### config.mk
export PLATFORM = sky130hd
export DESIGN_NAME = rgb_led_sequencer
export DESIGN_NICKNAME = d
export VERILOG_FILES = /design/src/rtl/rgb_led_sequencer.sv
export SDC_FILE = /design/constraint.sdc
export NUM_CORES = 1
export LEC_CHECK = 0
export ABC_AREA = 1
export BUFFER_PORTS_ARGS = -buffer_cell sky130_fd_sc_hd__buf_4
export CAP_MARGIN = 20
export CORE_MARGIN = 4
export CORE_UTILIZATION = 33
export CTS_CLUSTER_SIZE = 12
export DETAILED_ROUTE_END_ITERATION = 10
export PLACE_DENSITY = 0.61
export SKIP_CTS_REPAIR_TIMING = 1
export SLEW_MARGIN = 15
export SYNTH_ARGS = -nofsm -noshare
export SYNTH_HDL_FRONTEND = slang
export SYNTH_SLANG_ARGS = --single-unit
### constraint.sdc
create_clock -name clk_i -period 2.6 [get_ports clk_i]
set_input_delay 0.39 -clock clk_i [delete_from_list [all_inputs] [get_ports clk_i]]
set_output_delay 0.39 -clock clk_i [all_outputs]
set_load 0.02 [all_outputs]
### src/rtl/rgb_led_sequencer.sv
// Wishbone master that plays a table of 6-bit RGB colour words into the LED PWM peripheral.
// Optional ack timeout with sticky error flag: define RGB_SEQ_TIMEOUT_EN.
module rgb_led_sequencer #(
  parameter int DEPTH   = 8,
  parameter int HOLD_W  = 16,
  parameter int TIMEOUT = 15
) (
  input  logic                     clk_i,
  input  logic                     rst_ni,
  input  logic                     enable_i,
  input  logic [$clog2(DEPTH)-1:0] len_i,
  input  logic [HOLD_W-1:0]        hold_i,
  input  logic                     pat_we_i,
  input  logic [$clog2(DEPTH)-1:0] pat_addr_i,
  input  logic [5:0]               pat_dat_i,
  output logic                     wb_stb_o,
  output logic                     wb_we_o,
  output logic [7:0]               wb_dat_o,
  input  logic                     wb_ack_i,
  output logic                     busy_o,
  output logic [$clog2(DEPTH)-1:0] idx_o,
  output logic                     err_o
);

  localparam int AW = $clog2(DEPTH);

  typedef enum logic [1:0] {
    IDLE  = 2'd0,
    FETCH = 2'd1,
    WRITE = 2'd2,
    HOLD  = 2'd3
  } state_e;

  state_e            state_q, state_d;
  logic [AW-1:0]     idx_q, idx_d;
  logic [AW-1:0]     len_q, len_d;
  logic [HOLD_W-1:0] hold_q, hold_d;
  logic [HOLD_W-1:0] cnt_q, cnt_d;
  logic              stb_q, stb_d;
  logic              we_q, we_d;
  logic [7:0]        dat_q, dat_d;
  logic [5:0]        tbl_q [DEPTH];

`ifdef RGB_SEQ_TIMEOUT_EN
  localparam int TW = $clog2(TIMEOUT + 1);
  logic [TW-1:0]     wcnt_q, wcnt_d;
  logic              err_q, err_d;
`endif

  // Next-state and next-output logic for the sequencing FSM
  always_comb begin
    state_d = state_q;
    idx_d   = idx_q;
    len_d   = len_q;
    hold_d  = hold_q;
    cnt_d   = cnt_q;
    stb_d   = stb_q;
    we_d    = we_q;
    dat_d   = dat_q;
`ifdef RGB_SEQ_TIMEOUT_EN
    wcnt_d  = wcnt_q;
    err_d   = err_q;
`endif
    case (state_q)
      IDLE: begin
        if (enable_i) begin
          len_d   = len_i;
          hold_d  = hold_i;
          idx_d   = {AW{1'b0}};
          state_d = FETCH;
        end else begin
          state_d = IDLE;
        end
      end
      FETCH: begin
        // Reads the pre-edge table value, so a same-cycle table write is not seen here
        dat_d   = {2'b00, tbl_q[idx_q]};
        stb_d   = 1'b1;
        we_d    = 1'b1;
        state_d = WRITE;
`ifdef RGB_SEQ_TIMEOUT_EN
        wcnt_d  = {TW{1'b0}};
`endif
      end
      WRITE: begin
        if (wb_ack_i) begin
          stb_d   = 1'b0;
          we_d    = 1'b0;
          cnt_d   = hold_q;
          state_d = HOLD;
`ifdef RGB_SEQ_TIMEOUT_EN
        end else if (wcnt_q == TW'(TIMEOUT - 1)) begin
          stb_d   = 1'b0;
          we_d    = 1'b0;
          cnt_d   = hold_q;
          err_d   = 1'b1;
          state_d = HOLD;
        end else begin
          wcnt_d  = wcnt_q + TW'(1);
        end
`else
        end else begin
          state_d = WRITE;
        end
`endif
      end
      HOLD: begin
        if (cnt_q != {HOLD_W{1'b0}}) begin
          cnt_d = cnt_q - HOLD_W'(1);
        end else if (!enable_i) begin
          state_d = IDLE;
        end else begin
          idx_d   = (idx_q == len_q) ? {AW{1'b0}} : idx_q + AW'(1);
          state_d = FETCH;
        end
      end
      default: begin
        stb_d   = 1'b0;
        we_d    = 1'b0;
        state_d = IDLE;
      end
    endcase
  end

  // FSM and Wishbone output registers
  always_ff @(posedge clk_i or negedge rst_ni) begin
    if (!rst_ni) begin
      state_q <= IDLE;
      idx_q   <= {AW{1'b0}};
      len_q   <= {AW{1'b0}};
      hold_q  <= {HOLD_W{1'b0}};
      cnt_q   <= {HOLD_W{1'b0}};
      stb_q   <= 1'b0;
      we_q    <= 1'b0;
      dat_q   <= 8'h00;
`ifdef RGB_SEQ_TIMEOUT_EN
      wcnt_q  <= {TW{1'b0}};
      err_q   <= 1'b0;
`endif
    end else begin
      state_q <= state_d;
      idx_q   <= idx_d;
      len_q   <= len_d;
      hold_q  <= hold_d;
      cnt_q   <= cnt_d;
      stb_q   <= stb_d;
      we_q    <= we_d;
      dat_q   <= dat_d;
`ifdef RGB_SEQ_TIMEOUT_EN
      wcnt_q  <= wcnt_d;
      err_q   <= err_d;
`endif
    end
  end

  // Pattern table, writable in every state
  always_ff @(posedge clk_i or negedge rst_ni) begin
    if (!rst_ni) begin
      for (int i = 0; i < DEPTH; i++) begin
        tbl_q[i] <= 6'h00;
      end
    end else if (pat_we_i) begin
      tbl_q[pat_addr_i] <= pat_dat_i;
    end
  end

  assign wb_stb_o = stb_q;
  assign wb_we_o  = we_q;
  assign wb_dat_o = dat_q;
  assign busy_o   = (state_q != IDLE);
  assign idx_o    = idx_q;
`ifdef RGB_SEQ_TIMEOUT_EN
  assign err_o    = err_q;
`else
  assign err_o    = 1'b0;
`endif

endmodule

======== Yosys cells after proc, flatten, opt, wreduce, memory -nomap -nowiden ========
Cells that the tools add are included.
storage, ports and cells
  RAM bits ................................ 0
  bits of input ports ..................... 33
  memory bits (read-only) ................. 0
  register bits after elaboration ......... 95
  output and inout bits ................... 15
  bits in latches ......................... 0
  memories kept ........................... 0
  word-level logic and storage cells ...... 62
cells by class
  muxes and demuxes ....................... 20
  multiply operators ...................... 0
  equal/unequal tests ..................... 9
  shifts and indexed selects .............. 0
  add/subtract/negate cells ............... 2
  div/mod/pow operators ................... 0
  bitwise logic cells ..................... 2
  reduce and logical (&&, ||, !) cells .... 11
  magnitude comparators ................... 3
operator list
  kind                     count
  $bwmux W48               1
  $mux W16                 2
  $pmux W16 S2             1
  $bmux W6 S3              1
  $demux W6 S3             1
  $mux W6                  3
  $reduce_bool A16 Y1      1
  $sub A16 B1 Y16 const B  1
  $mux W3                  4
  $ne A2 B2 Y1 const B     5
  $ge A4 B4 Y1 const B     2
  $not A3 Y4               2
  $pmux W2 S4              1
  $reduce_bool A2 Y1       4
  $pmux W3 S2              1
  $eq A2 B2 Y1 const B     2
  $lt A4 B1 Y1 const B     1
  $reduce_and A2 Y1        2
  $reduce_and A4 Y1        1
  $add A3 B1 Y3 const B    1
  $eq A3 B3 Y1             1
  $mux W1                  3
  $reduce_and A3 Y1        1
  $eq A2 B1 Y1 const B     1
  other kinds (4)          4

======== Longest topological paths before layout ========
  word-level depth ........................ 6
  mapped depth ............................ 11
  mapped depth without buffers ............ 10

======== Worst setup path after synthesis ========
Ideal clock, no wire load.
  path type ............................... reg-to-reg
  start ................................... register idx_q[0], in the netlist idx_o[0]
  end ..................................... register dat_q[4], in the netlist wb_dat_o[4]
  arrival ................................. 1412 ps
  path slack .............................. 1070 ps
  cell stages (with the launch flop) ...... 10
  period minus slack after synthesis ...... 1530 ps
  cell sequence ........................... dfrtp_1 -> buf_2 -> clkinv_1 -> buf_2 -> nor2_1 -> nor2_1 -> o21ai_0 -> nand3_1 -> nand3_1 -> nand2_1
on the way
  cells in the longest elaborated chain, start to end .. 4
RTL lines
  element                                     line  source
  from (decl)                                 35    logic [AW-1:0] idx_q, idx_d;
  from (signal assigned)                      129   idx_q <= {AW{1'b0}};
  from (signal assigned)                      142   idx_q <= idx_d;
  $not A3 Y4 (not written as such)            77    dat_d = {2'b00, tbl_q[idx_q]};
  $bmux W6 S3                                 77
  $mux W6 (not written as such) (2 in a row)  77
  to (signal assigned)                        148   dat_q <= dat_d;
  to (decl)                                   41    logic [7:0] dat_q, dat_d;
No other way between the ends. The select of a mux whose other input is x is not followed.
A chain may end at the register's enable or synchronous reset.

======== Worst setup path in the final report ========
  start ................................... register idx_q[1], in the netlist idx_o[1]
  end ..................................... output idx_o[1]
RTL lines
  element    line  source
  to (decl)  21    output logic [$clog2(DEPTH)-1:0] idx_o,
No word-level cell between the ends.

==> results.cfg <==
[status]
status = finished clean

[sta]
fin_worst_skew_ps = 8.51
totalNegativeSetupSlack_ps = 0
hold_violations = 0
setup_viol = 0
fmax_ghz = 0.546
final_max_slew_viol_count = 0
min_period_ps = 1830
worst_pin_slew_ps = 818
finalCritPeriodShare_pct = 70.5
rsz0062_at_grt = false
relSlewSlack_pct = 45.3

[global_route]
grt_usage_pct = 14.5
met2_usage_pct = 23.8
grt_util_met1_pct = 18.5
grt-ovfl-total = 0
grt-busiest-layer = met2
grt_max_degree = 74
grt_first_pass_wirelength_um = 18800
grt_pass1_vias = 3809
antenna_found_initial = 0
met3_usage_pct = 3.26

[setup_path]
path_buf_inv = 1
r2r-start = state_q[0]
path_max_fanout = 21
r2r_cells = 4
reg2reg_to = hold_q[12]
crit_path_end_kind = primary output
required_ps = 2210
cp_slowest_stage_delay_ps = 820
crit_arrival_ps = 1440
critPathKind = flop to primary output
critPathLaunchType = flop
path_delay_family = flip-flops
crit_chain = buf_4
ff2ff_setup_slack_ps = 770
critPathSlowestCell = dfrtp_1

[die]
num_rows = 43
die_y_um = 127
die_x_um = 127
io_pins = 48
core_sq_um = 13900
dieArea_sq_um = 16200
start_util_pct = 33.7

[synthesis]
synth_cells = 585
yosysTopAreaCellShare_pct = 50.6
synthFlopType = dfrtp_1
synth_warnings = 0
yosysSeqAreaShare_pct = 50.6
ys_ff_latch = 95
async_flop_share_pct = 100
synth_area_leader_cell = dfrtp_1
synth_most_common_cell = nand2_1
synth_cell_types = 29
netlist_top_cells_count = nand2_1 (167), dfrtp_1 (95), o21ai_0 (82), nor2_1 (65), inv_1 (45)
synth_enable_flop_cells = 0
synth_area_sq_um = 4700
yosys-top-cells-area = dfrtp_1 (51%), nand2_1 (13%), o21ai_0 (8.7%)
syn_area_per_cell_sq_um = 8.03

[clocking]
clock_latency_ps = 360
cts_tree = done
path_clk_slew_ps = 60
cts_max_level = 3
cts_sinks = 95
cts_root_buf = clkbuf_16
cts_made_buffers = 9
clockBufferDepth = 2

[placed_design]
post-dp-hpwl_um = 7530
port_buffers = 44
globalplace.congestion = 0.866

[worst_hold_path]
holdCritStartpoint = pat_dat_i[3]
hold_depth = 3
worst_hold_path.endpoint = tbl_q[3]
hold_path_class = primary input to flop

[finish]
final_nets = 660
diodes = 0
areaGrowthSynthToFinish_pct = 17.5
nFillCells = 1434
drive_above_1_share_pct = 14.5

[route]
routed_wl_um = 11000
wl_per_cell_um = 13.7
vias = 3857
firstDrtPassIters = 5
ant_nets = 0
dr.first_iter.drc_count = 282
viasPerCell = 4.79
route.detailed.drc = 0

[pwr]
p_total_mw = 5.77
leakage_nw = 2.68
vdd_ir_drop_max_uv = 349
power_density_nw_per_um2 = 1050

[flow_run]
cap_violations = 0
routing by layer:
layer / wire (um) / up-vias
met5: 0 / -
met4: 232 / 0
met3: 529 / 17
met2: 5340 / 87
met1: 4920 / 1805
li1: - / 1948
registers in the layout (all words and copies together), names as in the netlist:
name,cells
cnt_q,16
hold_q,16
idx_o,3
len_q,3
state_q,2
tbl_q,48
wb_dat_o,6
wb_we_o,1
layout by cell type, fill, tap and decap left out, drive strengths merged:
master	synthesis	final
dlygate4sd3	0	1
inv	47	48
a21boi	1	1
o21bai	1	1
xnor2	4	4
mux2	15	15
o211ai	12	12
a21oi	7	7
nor2	67	67
nand3b	1	1
dfrtp	95	95
nand2	171	171
nand3	37	37
buf	14	51
nor3	1	1
xor2	2	2
bufinv	0	2
or2	1	1
nand4	1	1
o21ai	85	85
clkbuf	15	11
ha	6	6
clkinv	1	3
conb	1	3
report_power, final:
group	leakage [nW]	internal [mW]	switching, mW
clock	0.166	0.895	0.573
sequential	1.17	1.96	0.344
combinational	1.34	0.804	1.20
total	2.68	3.66	2.11
area by class of cell:
type                       instances  area [sq um]  share of cell area (%)
multi-input combinational        415          2000                    36.3
inverter                          48           180                    3.26
sequential                        95          2380                    43.1
clock buffer                      11           253                    4.58
timing repair buffer              52           405                    7.34
clock inverter                     5          78.8                    1.43
tap                              180           225                    4.08
logic make-up after synthesis:
| group | count (synthesis) | share of synthesized area, % |
|---|---|---|
| multiplexers | 15 | 3.60 |
| XOR/XNOR | 6 | 1.12 |
| buffers and inverters | 77 | 6.95 |
| AO/OA/AOI/OAI | 106 | 12.0 |
| AND/OR/NAND/NOR | 279 | 24.0 |
| flip-flops | 95 | 50.6 |
| other | 1 | 0.0798 |
| adder cells (fa/ha/maj) | 6 | 1.60 |
worst max path at each step:
stage	startpoint	endpoint	slack (ps)	cells past startpoint
finish	idx_o[1]	idx_o[1]	770	1
global route	cnt_q[0]	idx_o[1]	560	9
CTS	idx_o[1]	idx_o[1]	720	1
detailed placement	state_q[0]	hold_q[14]	720	4
global placement	state_q[0]	hold_q[12]	830	4
floorplan	idx_o[0]	wb_dat_o[4]	1070	9
stage by stage:
| step | instances | instance area (sq um) | setup slack [ps] | utilization (%) | hold slack, ps |
|---|---|---|---|---|---|
| 6_report | 806 | 5520 | 768 | 39.6 | 246 |
| 5_1_grt | 806 | 5520 | 557 | 39.6 | 255 |
| 4_1_cts | 805 | 5510 | 715 | 39.6 | -67.6 |
| 3_5_place_dp | 789 | 5180 | 722 | 37.2 | 315 |
| 3_3_place_gp | 789 | 5180 | 828 | 37.2 | 307 |
| 2_1_floorplan | 587 | 4710 | 1070 | - | 94.4 |
Power figures use the tool's default switching activity.
